<file path="config.mk">
export PLATFORM = sky130hd
export DESIGN_NAME = ram_arb3
export DESIGN_NICKNAME = d
export VERILOG_FILES = /design/src/rtl/ram_arb3.sv
export SDC_FILE = /design/constraint.sdc
export NUM_CORES = 1
export LEC_CHECK = 0
export CAP_MARGIN = 30
export CELL_PAD_IN_SITES_DETAIL_PLACEMENT = 1
export CELL_PAD_IN_SITES_GLOBAL_PLACEMENT = 2
export CORE_MARGIN = 8
export CORE_UTILIZATION = 12
export CTS_CLUSTER_DIAMETER = 50
export CTS_CLUSTER_SIZE = 12
export DETAILED_ROUTE_END_ITERATION = 10
export PLACE_DENSITY_LB_ADDON = 0.1
export SYNTH_ARGS = -nofsm -noshare
export SYNTH_HDL_FRONTEND = slang
export SYNTH_SLANG_ARGS = --single-unit
</file>
<file path="constraint.sdc">
create_clock -name wb_clk -period 2.1 [get_ports wb_clk]
set_clock_uncertainty 0.05 [all_clocks]
set_input_delay 0.315 -clock wb_clk [delete_from_list [all_inputs] [get_ports wb_clk]]
set_output_delay 0.315 -clock wb_clk [all_outputs]
set_load 0.01 [all_outputs]
</file>
<file path="src/rtl/ram_arb3.sv">
// ram_arb3: three-master Wishbone arbiter for a single-port RAM (A priority, B/C round-robin, starvation limit, watchdog)
module ram_arb3 #(
  parameter int WIDTH   = 32,
  parameter int STARVE  = 4,
  parameter int TIMEOUT = 15
) (
  input  logic             wb_clk,
  input  logic             wb_rst,
  input  logic             a_cyc,
  input  logic             a_we,
  input  logic [3:0]       a_sel,
  input  logic [WIDTH-1:0] a_adr,
  input  logic [WIDTH-1:0] a_dat,
  output logic             a_ack,
  output logic [WIDTH-1:0] a_rdt,
  input  logic             b_cyc,
  input  logic             b_we,
  input  logic [3:0]       b_sel,
  input  logic [WIDTH-1:0] b_adr,
  input  logic [WIDTH-1:0] b_dat,
  output logic             b_ack,
  output logic [WIDTH-1:0] b_rdt,
  input  logic             c_cyc,
  input  logic             c_we,
  input  logic [3:0]       c_sel,
  input  logic [WIDTH-1:0] c_adr,
  input  logic [WIDTH-1:0] c_dat,
  output logic             c_ack,
  output logic [WIDTH-1:0] c_rdt,
  output logic             x_cyc,
  output logic             x_we,
  output logic [3:0]       x_sel,
  output logic [WIDTH-1:0] x_adr,
  output logic [WIDTH-1:0] x_dat,
  input  logic             x_ack,
  input  logic [WIDTH-1:0] x_rdt,
  output logic [1:0]       owner,
  output logic             timeout
);
  localparam logic [1:0] IDLE = 2'd0;
  localparam logic [1:0] BUSY = 2'd1;
  localparam logic [1:0] GAP  = 2'd2;
  logic [1:0] state, win, rr;
  logic       rr_last, dma, pick_b, o_cyc, busy, a_hit, b_hit, c_hit;
  logic [3:0] starve;
  logic [7:0] wdog;
  logic [2:0] to_ack;
  always_comb begin
    dma    = b_cyc | c_cyc;
    pick_b = b_cyc & (rr_last | ~c_cyc);
    rr     = pick_b ? 2'd2 : 2'd3;
    win    = (starve == 4'(STARVE) && dma) ? rr : a_cyc ? 2'd1 : dma ? rr : 2'd0;
    busy   = state == BUSY;
    o_cyc  = owner == 2'd1 ? a_cyc : owner == 2'd2 ? b_cyc : owner == 2'd3 ? c_cyc : 1'b0;
    x_cyc  = busy & o_cyc;
    x_we   = owner == 2'd1 ? a_we  : owner == 2'd2 ? b_we  : owner == 2'd3 ? c_we  : 1'b0;
    x_sel  = owner == 2'd1 ? a_sel : owner == 2'd2 ? b_sel : owner == 2'd3 ? c_sel : 4'd0;
    x_adr  = owner == 2'd1 ? a_adr : owner == 2'd2 ? b_adr : owner == 2'd3 ? c_adr : '0;
    x_dat  = owner == 2'd1 ? a_dat : owner == 2'd2 ? b_dat : owner == 2'd3 ? c_dat : '0;
    a_hit  = busy & x_ack & (owner == 2'd1);
    b_hit  = busy & x_ack & (owner == 2'd2);
    c_hit  = busy & x_ack & (owner == 2'd3);
    // watchdog acks are registered and carry no data
    a_ack  = a_hit | to_ack[0];
    b_ack  = b_hit | to_ack[1];
    c_ack  = c_hit | to_ack[2];
    a_rdt  = a_hit ? x_rdt : '0;
    b_rdt  = b_hit ? x_rdt : '0;
    c_rdt  = c_hit ? x_rdt : '0;
  end
  always_ff @(posedge wb_clk or posedge wb_rst) begin
    if (wb_rst) begin
      state   <= IDLE;
      owner   <= 2'd0;
      rr_last <= 1'b1;
      starve  <= 4'd0;
      wdog    <= 8'd0;
      to_ack  <= 3'd0;
      timeout <= 1'b0;
    end else begin
      to_ack  <= 3'd0;
      timeout <= 1'b0;
      if (state == IDLE) begin
        if (win != 2'd0) begin
          state <= BUSY;
          owner <= win;
          wdog  <= 8'd0;
          if (win == 2'd1) begin
            starve <= !dma ? 4'd0 : starve == 4'(STARVE) ? starve : starve + 4'd1;
          end else begin
            starve  <= 4'd0;
            rr_last <= win == 2'd3;
          end
        end
      end else if (state == BUSY) begin
        if (x_ack || !o_cyc) begin
          state <= GAP;
          owner <= 2'd0;
        end else if (wdog == 8'(TIMEOUT)) begin
          state   <= GAP;
          owner   <= 2'd0;
          timeout <= 1'b1;
          to_ack  <= {owner == 2'd3, owner == 2'd2, owner == 2'd1};
        end else begin
          wdog <= wdog + 8'd1;
        end
      end else begin
        state <= IDLE;
      end
    end
  end
endmodule

</file>
# == Word level (Yosys, flattened, before mapping) ==
# Index checks and enable logic that the tools add are counted.
# word_totals
out_inout_bits,172
word_cells,95
register_bits,21
# op_classes
eq_ne,13
addsub,2
reduce_logical,12
bitwise_logic,13
n_mux,48
# op_table
op,n
2-to-1 mux 32 bit,9
2-to-1 mux 8 bit,5
2-to-1 mux 2 bit,13
2-to-1 mux 4 bit,6
2-to-1 mux 3 bit,4
2-to-1 mux 1 bit,11
AND reduction 3 bit,3
"adder 8 x 1 -> 8 bit, second input constant",1
"equality test 8 x 4 -> 1 bit, second input constant",1
bitwise AND 1 bit,6
"equality test 2 x 1 -> 1 bit, second input constant",3
"equality test 2 bit, second input constant",3
OR 1 bit,5
"adder 4 x 1 -> 4 bit, second input constant",1
"equality test 4 x 3 -> 1 bit, second input constant",1
"!= test 2 bit, second input constant",2
"!= test 4 x 1 -> 1 bit, second input constant",1
AND reduction 4 bit,1
nonzero test 2 bit,2
"!= test 3 bit, second input constant",1
nonzero test 3 bit,1
zero test 2 bit,1
"!= test 2 x 1 -> 1 bit, second input constant",1
NOT 1 bit,2
4 further kinds,4

# == Logic depth before layout (Yosys ltp) ==
# Gate-level depths: netlist (run 1).
# depth
depth_word,10
depth_mapped,6

# == Worst setup path after synthesis (run 1) ==
# OpenSTA, ideal clock, no wires.
# synth_path
path_kind,register to output
start,reg owner[1]
end,out x_adr[0]
arrival_ns,1.472
n_path_buf,2
slack_ns,0.263
path_stages_with_launch,5
required_ns,1.735
cell_sequence,dfrtp_1 > clkbuf_1 > buf_2 > mux2_2 > a22o_1
# synth_between
elab_chain_cells,4
# synth_lines
element,line,text
start: declaration,37,"output logic [1:0] owner,"
start signal: assignment,86,owner <= win;
equality test 2 bit,58,x_adr = owner == 2'd1 ? a_adr : owner == 2'd2 ? b_adr : owner == 2'd3 ? c_adr : '0;
2-to-1 mux 32 bit (2 in a row),58,
2-to-1 mux 32 bit (*),58,
end: declaration,33,"output logic [WIDTH-1:0] x_adr,"
# Mark *: on every way between the ends. The rest lies on a longest branch, timed or not.

# == Final worst setup path (run 1) ==
# layout_path
start,reg owner[1]
end,out x_sel[2]
# layout_between
elab_chain_cells,4
# layout_lines
element,line,text
equality test 2 bit,57,x_sel = owner == 2'd1 ? a_sel : owner == 2'd2 ? b_sel : owner == 2'd3 ? c_sel : 4'd0;
2-to-1 mux 4 bit (2 in a row),57,
2-to-1 mux 4 bit (*),57,
end: declaration,32,"output logic [3:0] x_sel,"
# Marked as above.

==> impl_results.md, run 1 <==
- Status: finished, violations left
- Failing checks: negative setup slack
- Layout Cell Area excl Fill: 8748 sq um
- Startpoint type of the worst setup path: flip-flop
- GPL Wtd Cong: 0.7517
- Seq/Total Area, Yosys: 15.95%
- Static Leak: 4.022 nW
- WL/cell: 23.75 um
- DRC Markers: 0
- Setup repair after global routing missed its margin: yes
- Nets: 1110
- Slew of the pin with the lowest slew margin: 0.4022 ns
- Initial Util: 12.22%
- Vias per Instance: 4.212
- Area of the die: 33090 sq um
- Die Wd: 181.9 um
- Max-slew violation count: 0
- Ys Warns: 0
- Max_slew headroom: 73.12%
- Post-synth cell types: 48
- Final hold vios: 0
- Gate count of the mapped netlist: 392
- Count of state elements after synthesis: 21
- Area fraction in compound gates after synthesis: 25.87%
- Synth Area in XOR/XNOR: 0%
- Tmin final: 2.281 ns
- Synth area leaders: mux2_2 24%, a22o_1 18%, and2_1 18%
- Post-Route WL: 28600 um
- Simple-gate share of the synthesized area: 27.31%
- Slack of the critical path: -0.1806 ns
- Largest net degree at the start of global routing: 44
- First-pass DRT Iterations: 4
- Max-cap violation count: 0
- Ys flop type: dfrtp_1
- Synth top area share: 23.86%
- Number of synthesized flops with an enable pin: 0
- Pwr/cell area: 943.9 nW/um^2
- Vias: 5071
- Hold WC Path Type: input port to asynchronous set/reset pin
- DRT iter0 DRCs: 122
- Critical path type: flip-flop to output port
- PortBufs: 416
- Vias in the first global route: 5686
- Die height: 181.9 um
- Crit-path max FO: 8
- I/O pins: 417
- Max Freq: 438.5 MHz
- CP arrival: 1.92 ns
- Cts bufs inserted: 3
- Synth area leader: mux2_2
- CP Capture Type: output port
- Endpoints failing setup: 81
- Site Rows: 60
- Post-Syn Area: 3303 sq um
- Adder-cell share of the synthesized area: 1.136%
- Estimated wirelength of the detail-placed design: 22290 um
- Clock buffer depth: 2
- Antenna violations before repair: 2
- First-pass GRT wire length: 39290 um
- Mux cell area share after synthesis: 24.32%
- Share of layout cells above drive strength 1: 38.91%
- P&R area growth vs syn: 164.8%
- Reg clk slew, reported paths: 0.06 ns
- Fin util: 32.37%
- Largest family of logic cells by synthesized area: simple AND/OR/NAND/NOR gates
- Placement Cell Area: 8128 sq um
- Synth Area per Inst: 8.426 sq um
- CTS Sinks: 21
- Total track usage: 15.68%
- Clk_lat worst skew: 0.25 ns
- Crit share post-route: 108.6%
- Pwr Total: 8.258 mW
- Synth top cells by count: 96 x and2_1, 70 x mux2_2, 69 x a22o_1
- GRT Residual Overflow: 0
- Worst Path Required: 1.74 ns
- Antenna Nets Post-Route: 0
- CTS tree: yes
- Core area: 27030 sq um
- Most frequent cell after synthesis: and2_1
- CTS root buf: clkbuf_16
- Max VDD drop: 0.0003581 V
- # fillers: 3140
- Async set-reset flop share out of synthesis: 100.0%
- Htree depth: 1
- Syn nets: 640
## layout make-up
| class | count | area, sq um | area share (%) |
|---|---|---|---|
| inverter | 8 | 30.03 | 0.3432 |
| clock inverter | 1 | 5.005 | 0.05721 |
| sequential | 21 | 531.8 | 6.078 |
| clock buffer | 3 | 75.07 | 0.8581 |
| tap | 341 | 426.7 | 4.877 |
| timing repair buffer | 500 | 4952 | 56.61 |
| multi-input combinational | 328 | 2723 | 31.12 |
| antenna | 2 | 5.005 | 0.05721 |
## cell families (layout without fill, tap and decap cells)
logic type                 after synthesis  after routing
and+or+nand+nor                        152            152
AOI/OAI and AO/OA                      102            102
muxes                                   71             71
buffers and inverters                   43            512
DFF                                     21             21
adders and majority gates                3              3
other                                    0              2
## sequential cells by signal, indices dropped and copies added, names as in the netlist
signal / flops
starve: 4
to_ack: 3
state: 2
timeout: 1
rr_last: 1
wdog: 8
owner: 2
## timing repair
action	in CTS	in global routing
setup buffers	32	5
hold buffers	0	0
gates resized for setup	573	148
gates cloned	14	3
pin swaps	28	20
endpoints found under the setup margin	169	166
endpoints found under the hold margin	0	0
## report_power, final
part / internal, mW / switching, mW
combinational: 4.20 / 3.05
clock: 0.256 / 0.155
sequential: 0.499 / 0.0984
## cell usage in the layout, fill, tap and decap left out, types with 3 or more instances in the layout
| master | synthesis | final |
|---|---|---|
| clkdlybuf4s50_1 | 0 | 246 |
| and2_1 | 96 | 94 |
| mux2_2 | 70 | 69 |
| a22o_1 | 69 | 68 |
| buf_6 | 0 | 60 |
| clkbuf_2 | 0 | 55 |
| buf_2 | 11 | 47 |
| buf_4 | 1 | 35 |
| buf_12 | 0 | 18 |
| dfrtp_1 | 20 | 18 |
| buf_16 | 0 | 13 |
| nand2_1 | 13 | 11 |
| clkdlybuf4s15_1 | 0 | 11 |
| dlymetal6s2s_1 | 0 | 9 |
| inv_1 | 8 | 8 |
| nor2_1 | 10 | 7 |
| o21ai_0 | 6 | 6 |
| nand3_1 | 7 | 6 |
| clkbuf_16 | 0 | 5 |
| o31ai_1 | 4 | 4 |
| nor2_4 | 0 | 3 |
| o311ai_2 | 0 | 3 |
| ha_1 | 3 | 3 |
## worst max-delay path, stage by stage (launching register included)
cell and delay, ns:
dfrtp_4 0.51, buf_12 0.16, buf_12 0.14, buf_16 0.14
buf_6 0.11, mux2_2 0.25, a22o_1 0.20, buf_6 0.12
## through the flow
stage / worst slack, ns / setup TNS (ns) / hold slack [ns] / std cells
detailed placement: -0.3519 / -34.75 / 0.4768 / 1149
global placement: -0.3539 / -32.70 / 0.4613 / 1149
finish: -0.1806 / -6.061 / 0.3682 / 1204
CTS: -0.2690 / -11.65 / 0.3791 / 1199
global route: -0.2384 / -11.66 / 0.4100 / 1203
floorplan: 0.2633 / 0 / 0.2408 / 392
## final timing paths
check	slack [ns]	from	cells after the start	endpoint
max	-0.18	owner[1]$_DFFE_PP0P_	7	x_sel[2]
max reg2reg	0.01	owner[1]$_DFFE_PP0P_	9	wdog[6]$_DFFE_PP0P_
min	0.37	wb_rst	3	wdog[1]$_DFFE_PP0P_
min reg2reg	0.50	starve[3]$_DFFE_PP0P_	1	starve[3]$_DFFE_PP0P_
min in group wb_clk	0.50	starve[3]$_DFFE_PP0P_	1	starve[3]$_DFFE_PP0P_
max in group asynchronous	1.35	wb_rst	3	rr_last$_DFFE_PP1P_
## layer usage
| layer | part of all wire [%] | up-vias | global-route usage, % |
|---|---|---|---|
| met1 | 36 | 2379 | 15.45 |
| met3 | 8.7 | 12 | 5.569 |
| met2 | 55 | 285 | 31.66 |
| met5 | 0.045 | - | 0 |
| li1 | - | 2393 | - |
| met4 | 0.94 | 2 | 1.378 |
Note: power is estimated with default switching activity, not from simulation.
==> run 2: changes to the inputs <==
Settings changed: SLEW_MARGIN from default to 40.
==> results of run 2 <==
Final layout, timing and power as in run 1 (identical DEF).
